## config.mk

```make
export PLATFORM = sky130hd
export DESIGN_NAME = debounce_bank
export DESIGN_NICKNAME = d
export VERILOG_FILES = /design/src/rtl/debounce_bank.sv
export SDC_FILE = /design/constraint.sdc
export NUM_CORES = 1
export LEC_CHECK = 0
export ABC_AREA = 1
export CAP_MARGIN = 25
export CORE_ASPECT_RATIO = 0.8
export CORE_MARGIN = 4
export CORE_UTILIZATION = 37
export CTS_BUF_LIST = sky130_fd_sc_hd__clkbuf_4 sky130_fd_sc_hd__clkbuf_8 sky130_fd_sc_hd__clkbuf_16
export CTS_CLUSTER_DIAMETER = 80
export DETAILED_ROUTE_END_ITERATION = 10
export GPL_TIMING_DRIVEN = 0
export SYNTH_ARGS = -nofsm -noshare
export SYNTH_HDL_FRONTEND = slang
export SYNTH_SLANG_ARGS = --single-unit
```

## constraint.sdc

```tcl
create_clock -name clk -period 1.92 [get_ports clk]
set_input_delay 0.288 -clock clk [delete_from_list [all_inputs] [get_ports clk]]
set_output_delay 0.288 -clock clk [all_outputs]
set_load 0.01 [all_outputs]
```

## src/rtl/debounce_bank.sv

```systemverilog
// Multi-lane input conditioner: per-lane synchroniser, stability-window debouncer,
// rise/fall pulses, sticky maskable pending flags and a registered interrupt.
module debounce_bank #(
   parameter int CHANNELS      = 8,
   parameter int CNT_WIDTH     = 16,
   parameter int STABLE_CYCLES = 50000,
   parameter int SYNC_STAGES   = 2,
   parameter bit RESET_LEVEL   = 1'b0
) (
   input  logic                clk,
   input  logic                rst,
   input  logic [CHANNELS-1:0] i_raw,
   input  logic [CHANNELS-1:0] i_mask_rise,
   input  logic [CHANNELS-1:0] i_mask_fall,
   input  logic [CHANNELS-1:0] i_clear,
   output logic [CHANNELS-1:0] o_level,
   output logic [CHANNELS-1:0] o_rise,
   output logic [CHANNELS-1:0] o_fall,
   output logic [CHANNELS-1:0] o_pending,
   output logic                o_int
);

   localparam logic [CHANNELS-1:0]  RESET_VEC = {CHANNELS{RESET_LEVEL}};
   localparam logic [CNT_WIDTH-1:0] CNT_LAST  = CNT_WIDTH'(STABLE_CYCLES - 1);

   // Parameter sanity: the terminal count must be representable in the counter.
   if (CHANNELS < 1) begin : g_bad_channels
      $error("debounce_bank: CHANNELS must be >= 1");
   end
   if (SYNC_STAGES < 2) begin : g_bad_sync
      $error("debounce_bank: SYNC_STAGES must be >= 2");
   end
   if (STABLE_CYCLES < 1 || ((STABLE_CYCLES - 1) >> CNT_WIDTH) != 0) begin : g_bad_window
      $error("debounce_bank: STABLE_CYCLES-1 must fit in CNT_WIDTH bits");
   end

   logic [CHANNELS-1:0]  sync_q [SYNC_STAGES];
   logic [CHANNELS-1:0]  sync;
   logic [CNT_WIDTH-1:0] cnt_q  [CHANNELS];
   logic [CNT_WIDTH-1:0] cnt_d  [CHANNELS];
   logic [CHANNELS-1:0]  toggle;
   logic [CHANNELS-1:0]  level_d;
   logic [CHANNELS-1:0]  rise_d;
   logic [CHANNELS-1:0]  fall_d;
   logic [CHANNELS-1:0]  pending_d;

   // NOTE: these stage arrays are a handful of flops, not RAM, so resetting every entry is cheap and keeps the lane level defined out of reset.
   always_ff @(posedge clk or negedge rst) begin
      if (!rst) begin
         for (int s = 0; s < SYNC_STAGES; s++) sync_q[s] <= RESET_VEC;
      end else begin
         // NOTE: non-blocking so each stage captures the previous stage's old value, forming a true shift chain.
         sync_q[0] <= i_raw;
         for (int s = 1; s < SYNC_STAGES; s++) sync_q[s] <= sync_q[s-1];
      end
   end

   assign sync = sync_q[SYNC_STAGES-1];

   always_comb begin
      // NOTE: every output of this block is given a default first so no path leaves a latch behind.
      toggle = '0;
      for (int i = 0; i < CHANNELS; i++) begin
         cnt_d[i] = '0;
         if (sync[i] != o_level[i]) begin
            if (cnt_q[i] == CNT_LAST) toggle[i] = 1'b1;
            else                      cnt_d[i] = cnt_q[i] + 1'b1;
         end
      end
      level_d   = o_level ^ toggle;
      rise_d    = toggle & ~o_level;
      fall_d    = toggle & o_level;
      // Set term is OR'd after the clear so a same-edge event survives the clear.
      pending_d = (o_pending & ~i_clear) | (rise_d & i_mask_rise) | (fall_d & i_mask_fall);
   end

   always_ff @(posedge clk or negedge rst) begin
      if (!rst) begin
         for (int i = 0; i < CHANNELS; i++) cnt_q[i] <= '0;
         o_level   <= RESET_VEC;
         o_rise    <= '0;
         o_fall    <= '0;
         o_pending <= '0;
         o_int     <= 1'b0;
      end else begin
         for (int i = 0; i < CHANNELS; i++) cnt_q[i] <= cnt_d[i];
         o_level   <= level_d;
         o_rise    <= rise_d;
         o_fall    <= fall_d;
         o_pending <= pending_d;
         o_int     <= |o_pending;
      end
   end

endmodule
```

Word-level counts from Yosys, hierarchy flattened. Cells that the tools add are included.

$add $sub $neg: 8. Equal/unequal tests: 16. Muxes and demuxes: 32. Bitwise gates (word level): 10. Reductions and logical operators: 1.

Operator list (count): 16-bit 2-to-1 mux (16); 16-bit by 1-bit adder with 16-bit output, second input constant (8); 16-bit == test, second input constant (8); 8-bit bitwise AND (5); 1-bit 2-to-1 mux (16); 8-bit inverter (2); 8-bit bitwise OR (2); 1-bit inequality test (8); 8-bit OR reduction (1); 8-bit bitwise XOR (1).

Register bits after elaboration: 177. Bits of input ports: 34. Output and inout port bits: 33. Logic and storage cells: 82.

Logic depth before layout (Yosys ltp). Gate-level depths: netlist (run 1).

Depth in word-level cells: 7. Gate-level depth with buffers: 8.

Least setup slack after synthesis (run 1). Ideal clock, no wire load.

Path kind: register to register. Start: register cnt_q[112] (netlist bit). End: register cnt_q[119] (netlist bit). Setup time: 0.123 ns. Arrival: 1.247 ns. Setup slack: 0.549 ns. Cell stages (with the launch flop): 7. Path buffers: 0. Clock period less this slack: 1.371 ns. Cell sequence: dfrtp_1 ha_1 nand3_1 nor2_1 nand2_2 nand2_4 nor3_1.

RTL lines: from (decl) (RTL line 39) `logic [CNT_WIDTH-1:0] cnt_q [CHANNELS];`.

Worst setup path after layout (run 1).
Start: register o_pending[7]. End: output o_pending[7].

RTL lines: from (decl) (RTL line 19) `output logic [CHANNELS-1:0] o_pending,`; from (signal assigned) (RTL line 90) `o_pending <= pending_d;`.

No word-level cell between the ends.

==> results of run 1 <==
==> where the power goes <==
| group | internal [mW] | switching [mW] |
|---|---|---|
| logic | 0.130 | 0.198 |
| clock network | 2.18 | 1.47 |
| registers | 3.79 | 0.0538 |
| total | 6.09 | 1.72 |
==> stage by stage <==
| step | util, % | power [mW] | hold WS, ps | worst slack [ps] | instance area, um^2 |
|---|---|---|---|---|---|
| after floorplan | - | 4.04 | -7.59 | 549 | 9020 |
| after global placement | 42.5 | 4.24 | 333 | -7070 | 10100 |
| after detailed placement | 42.6 | 4.25 | 336 | 301 | 10100 |
| after CTS | 45.3 | 7.96 | 267 | 115 | 10700 |
| after global routing | 45.3 | 8.16 | 267 | 103 | 10700 |
| final | 45.3 | 7.81 | 289 | 146 | 10700 |
==> cells in the final DEF (no fill, tap or decap), drive strengths merged, types with 12 or more instances in the layout <==
master / count
inv: 141
dfrtp: 177
nand3: 81
nor3: 59
nand4: 24
nor3b: 12
nor2: 289
nand2: 252
xor2: 33
a21oi: 30
clkbuf: 21
clkdlybuf4s50: 65
==> per-layer routing <==
layer,share of wire [%],global-route usage (%)
met5,0,0
met1,52,22.2
met4,1.2,3.90
met2,42,22.6
met3,4.4,3.76
==> cells in the mapped netlist (9+ instances only) <==
cell	instances	share of area [%]
nor3_2	12	1.3
nor3b_1	9	0.75
xor2_1	33	3.2
o21bai_1	11	0.92
a21oi_1	30	1.7
dfrtp_1	177	49
nand2_1	228	9.5
xnor2_1	11	1.1
nor2_1	272	11
nor2_2	16	1.1
nor3_1	47	2.6
nand3_1	78	4.3
nand4_1	24	1.7
inv_1	139	5.8
nand2_2	19	1.3
==> area by class of cell <==
class | instances | area [um^2] | area share (%)
clock buffer | 21 | 474 | 4.41
clock inverter | 11 | 154 | 1.43
inverter | 140 | 526 | 4.89
multi-input combinational | 833 | 4070 | 37.8
sequential | 177 | 4430 | 41.2
tap | 312 | 390 | 3.63
timing repair buffer | 68 | 703 | 6.55
==> flip-flops by register name, summed over array words and instances (netlist names), named ones only <==
signal	count
cnt_q	128
o_fall	8
o_int	1
o_pending	8
o_rise	8
sync	8
sync_q	8
==> cells by family after synthesis <==
logic type	Yosys count
AOI/OAI and AO/OA	46
DFF	177
buffers and inverters	140
and+or+nand+nor	735
adders and majority gates	8
xor gates and xnor gates	44
==> final timing paths <==
check / slack (ps) / cells past startpoint / from / end
worst min register to register: 350 / 0 / sync_q[12] / sync[4]
worst max-delay path: 150 / 1 / o_pending[7] / o_pending[7]
max in group asynchronous: 580 / 3 / rst / cnt_q[46]
worst min-delay path: 290 / 1 / i_raw[1] / sync_q[9]
min in group asynchronous: 430 / 2 / rst / cnt_q[90]
worst max register to register: 290 / 5 / cnt_q[112] / o_fall[0]
==> summary.md, run 1 <==
| Metric | Value |
|---|---|
| Congestion Overflow GR | 0 |
| Ys Warns | 0 |
| Wire length of the first global-routing pass | 33800 um |
| Initial antenna violation count | 0 |
| Die Y-Extent | 148 um |
| Critical path buffers and inverters | 1 |
| H-tree levels | 4 |
| Crit path kind | flip-flop to primary output |
| Max-cap violations | 0 |
| Final Setup Violations | 0 |
| Crit Path Max Fanout | 3 |
| Dominant synthesized flop cell | dfrtp_1 |
| Rows | 50 |
| Cts bufs inserted | 17 |
| Avg Vias per Cell | 4.64 |
| Slew Limit Fails | 0 |
| Crit path max-delay cell type | clkdlybuf4s50_1 |
| Post-layout nets | 1279 |
| Adder-Cell Fraction of Synth Area | 1.11% |
| GR Util All Layers | 15.2% |
| Vias in the first global route | 6882 |
| Root buffer cell | clkbuf_16 |
| Total die area | 0.0270 mm^2 |
| Post-CTS Hold Buffers | 1 |
| Post-synth EDFFs | 0 |
| Post-DP HPWL | 14500 um |
| Post-Synth XOR/XNOR Area | 4.27% |
| Power per cell area | 728 mW/mm^2 |
| Pre-antenna DRT Iters | 5 |
| Post-Syn Nets | 1192 |
| Worst Tran Pin Value | 738 ps |
| Synth Cell Area | 0.00902 mm^2 |
| Final Hold Vio Count | 0 |
| Share of cells above drive strength 1 | 7.84% |
| Post-synthesis mux area share | 0% |
| Routed Antenna Nets | 0 |
| Number of port buffers | 66 |
| Period utilization | 92.4% |
| TritonCTS clock tree | yes |
| Routed Wire Length | 19600 um |
| Wire per inst | 12.5 um |
| # Post-CTS Setup Buffers | 0 |
| Post-Syn Instances | 1150 |
| Cts repair resizes | 0 |
| Synth Register Bits | 177 |
| Worst endpoint data arrival time | 1490 ps |
| Asr flop ratio synth | 100% |
| Largest net degree at the start of global routing | 93 |
| Die width | 183 um |
| Worst IR drop on VDD | 0.599 mV |
| Critical Path RT | 1630 ps |
| ANT cells | 0 |
| Area Overhead vs Synth | 19.1% |
| Initial DRC Count | 507 |
| Lkg Pwr | 4.71 nW |
| Slew HR | 50.4% |
| Max Buffers Root-to-Sink | 2 |
| Post-route DRC | 0 |
| Core area | 0.0237 mm^2 |
| Sequential share of the synthesized area | 49.1% |
| Critical Path End Type | primary output |
| # fillers | 2345 |
| Hold/Removal Path Class | input pin to flip-flop |
| CP peak stage delay | 580 ps |
| Routability congestion estimate | 0.847 |
| TNS Setup | 0 ps |
| Startpoint types | flip-flop |
| Ports | 67 |
| Layout Cells excl Fill | 1562 |
| Unique masters post-synth | 29 |
| Cell Chain, Critical Path | clkdlybuf4s50_1 |
| Initial Util | 38.0% |
| Compound-Gate Fraction of Synth Area | 2.86% |
| F_max | 564 MHz |
| CP top delay family | buffers and inverters |
| Main combinational cell family by area after synthesis | simple AND/OR/NAND/NOR gates |
| Worst-path clk slew | 70 ps |
| Clk_lat worst skew | 430 ps |
| Clock sink count | 177 |
| Synth Area per Inst | 7.84 um^2 |
| Routed vias | 7244 |
| Post-Place Cells | 1529 |
| Unrepaired setup endpoints after global routing | false |
| Post-Synth Simple-Gate Area | 36.8% |
| Outcome | completed |
| Setup Skew | 12.2 ps |
| Fin crit period | 1770 ps |
Note: power is estimated with default switching activity, not from simulation.
==> run 2, diff against run 1 <==
CTS_BUF_LIST = unset   (was sky130_fd_sc_hd__clkbuf_4 sky130_fd_sc_hd__clkbuf_8 sky130_fd_sc_hd__clkbuf_16)
==> summary.md, run 2 (synthesis gave the netlist of run 1 again) <==
| Metric | Value |
|---|---|
| Outcome | completed (unchanged) |
| Cell Chain, Critical Path | clkdlybuf4s50_1 (unchanged) |
| Congestion Overflow GR | 0 (unchanged) |
| Rows | 50 (unchanged) |
| Commonest cells after routing, fill and taps aside | nor2_1, nand2_1, dfrtp_1, inv_1, nand3_1 (unchanged) |
| Crit Path Max Fanout | 3 (unchanged) |
| Startpoint types | flip-flop (unchanged) |
| Max FFs per register | 128 (unchanged) |
| Wl on met1 | 10200 um (about the same) |
| Max-cap violations | 0 (unchanged) |
| Root buffer cell | clkbuf_16 (unchanged) |
| Slew Limit Fails | 0 (unchanged) |
| Routed vias | 7253 (was 7244) |
| Crit path max-delay cell type | clkdlybuf4s50_1 (unchanged) |
| Cell area after layout | 0.0107 mm^2 (about the same) |
| Critical path buffers and inverters | 1 (unchanged) |
| Worst endpoint data arrival time | 1490 ps (about the same) |
| Unrepaired setup endpoints after global routing | false (unchanged) |
| Crit path kind | flip-flop to primary output (unchanged) |
| Worst IR drop on VDD | 0.599 mV (about the same) |
| Share of cells above drive strength 1 | 7.76% (was 7.84%) |
| Worst Tran Pin Value | 736 ps (was 738 ps) |
| Slew HR | 50.5% (was 50.4%) |
| Lkg Pwr | 4.71 nW (about the same) |
| Initial DRC Count | 496 (was 507) |
| Setup Skew | 12.2 ps (about the same) |
| TritonCTS clock tree | yes (unchanged) |
| Routability congestion estimate | 0.847 (unchanged) |
| Ports | 67 (unchanged) |
| Hold/Removal Path Class | input pin to flip-flop (unchanged) |
| Final WS setup | 146 ps (about the same) |
| Max Buffers Root-to-Sink | 2 (unchanged) |
| Vias in the first global route | 6882 (unchanged) |
| ANT cells | 0 (unchanged) |
| Final Setup Violations | 0 (unchanged) |
| Number of port buffers | 66 (unchanged) |
| Initial Util | 38.0% (unchanged) |
| Final Hold Vio Count | 0 (unchanged) |
| Total die area | 0.0270 mm^2 (unchanged) |
| Largest net degree at the start of global routing | 93 (unchanged) |
| Post-route DRC | 0 (unchanged) |
| Dpl cell area | 0.0101 mm^2 (unchanged) |
| Critical Path End Type | primary output (unchanged) |
| Largest register by flop count | cnt_q (unchanged) |
| F_max | 564 MHz (about the same) |
| Die width | 183 um (unchanged) |
| Clk_lat worst skew | 430 ps (about the same) |
| Power per cell area | 726 mW/mm^2 (was 728 mW/mm^2) |
| WL met2 | 8290 um (about the same) |
| Routed Wire Length | 19600 um (about the same) |
| Avg Vias per Cell | 4.64 (about the same) |
| Cts bufs inserted | 17 (unchanged) |
| Clock sink count | 177 (unchanged) |
| Pre-antenna DRT Iters | 5 (unchanged) |
| Routed Antenna Nets | 0 (unchanged) |
| CP top delay family | buffers and inverters (unchanged) |
| Pre-CTS setup slack | 301 ps (unchanged) |
| Routed wl met3 | 879 um (was 854 um) |
| Post-layout nets | 1279 (unchanged) |
| Wire length of the first global-routing pass | 33800 um (unchanged) |
| H-tree levels | 4 (unchanged) |
| Post-DP HPWL | 14500 um (unchanged) |
| Period utilization | 92.4% (about the same) |
| Core area | 0.0237 mm^2 (unchanged) |
| Initial antenna violation count | 0 (unchanged) |
| Fin crit period | 1770 ps (about the same) |
| Wire per inst | 12.5 um (about the same) |
| Max Used Layer | met4 (unchanged) |
| GR Util All Layers | 15.2% (unchanged) |
| CP peak stage delay | 580 ps (about the same) |
| Area Overhead vs Synth | 19.0% (was 19.1%) |
| Critical Path RT | 1630 ps (about the same) |
| Commonest non-fill, non-tap cell in the layout | nor2_1 (unchanged) |
| Die Y-Extent | 148 um (unchanged) |
| # fillers | 2347 (was 2345) |
| Worst-path clk slew | 70 ps (about the same) |
[run 2: cell count changes in the layout (fill, tap and decap cells not counted)]
cell      change
clkbuf_4      -1
clkbuf_1      +1
[run 2: cell type report]
class / instances / area (um^2) / share of cell area (%)
sequential: 177 / 4430 / 41.2
multi-input combinational: 833 / 4070 / 37.9
timing repair buffer: 68 / 703 / 6.55
inverter: 140 / 526 / 4.89
clock buffer: 21 / 470 / 4.38
tap: 312 / 390 / 3.64
clock inverter: 11 / 154 / 1.43
[run 2: path summary, 6_finish.rpt]
kind                              startpoint      endpoint  slack, ps  depth (start not counted)
max in group asynchronous                rst     cnt_q[46]        570                          3
worst min-delay path                i_raw[1]     sync_q[9]        290                          1
worst min register to register    sync_q[12]       sync[4]        350                          0
worst max-delay path            o_pending[7]  o_pending[7]        150                          1
min in group asynchronous                rst     cnt_q[90]        430                          2
worst max register to register    cnt_q[112]     o_fall[0]        290                          5
[run 2: metrics by stage]
stage | util [%] | std cells | total power [mW] | hold slack [ps] | setup TNS [ps]
after floorplan | - | 1150 | 4.04 | -7.59 | 0
after global placement | 42.5 | 1528 | 4.24 | 333 | -1247940
after detailed placement | 42.6 | 1529 | 4.25 | 336 | 0
after CTS | 45.3 | 1562 | 7.94 | 267 | 0
final | 45.3 | 1562 | 7.80 | 289 | 0
after global routing | 45.3 | 1562 | 8.14 | 267 | 0
[run 2: where the power goes]
| part | switching [mW] | internal, mW |
|---|---|---|
| Sequential | 0.0538 | 3.79 |
| Clock | 1.47 | 2.16 |
| Combinational | 0.198 | 0.130 |
| Total | 1.72 | 6.08 |
[run 2: per-layer routing]
metal | GRT usage [%] | vias up
met4 | 3.90 | 0
met3 | 3.76 | 19
li1 | - | 3806
met5 | 0 | -
met2 | 22.6 | 120
met1 | 22.2 | 3308
[run 2: timing repair]
action,in CTS,in global routing
hold endpoints to repair,85,0
setup buffers,0,0
gates resized for setup,0,0
hold buffers,1,0
==> run 3, diff against run 2 <==
CTS_CLUSTER_DIAMETER = unset   (was 80)
==> results of run 3 <==
Final layout, timing and power as in run 2 (identical DEF).
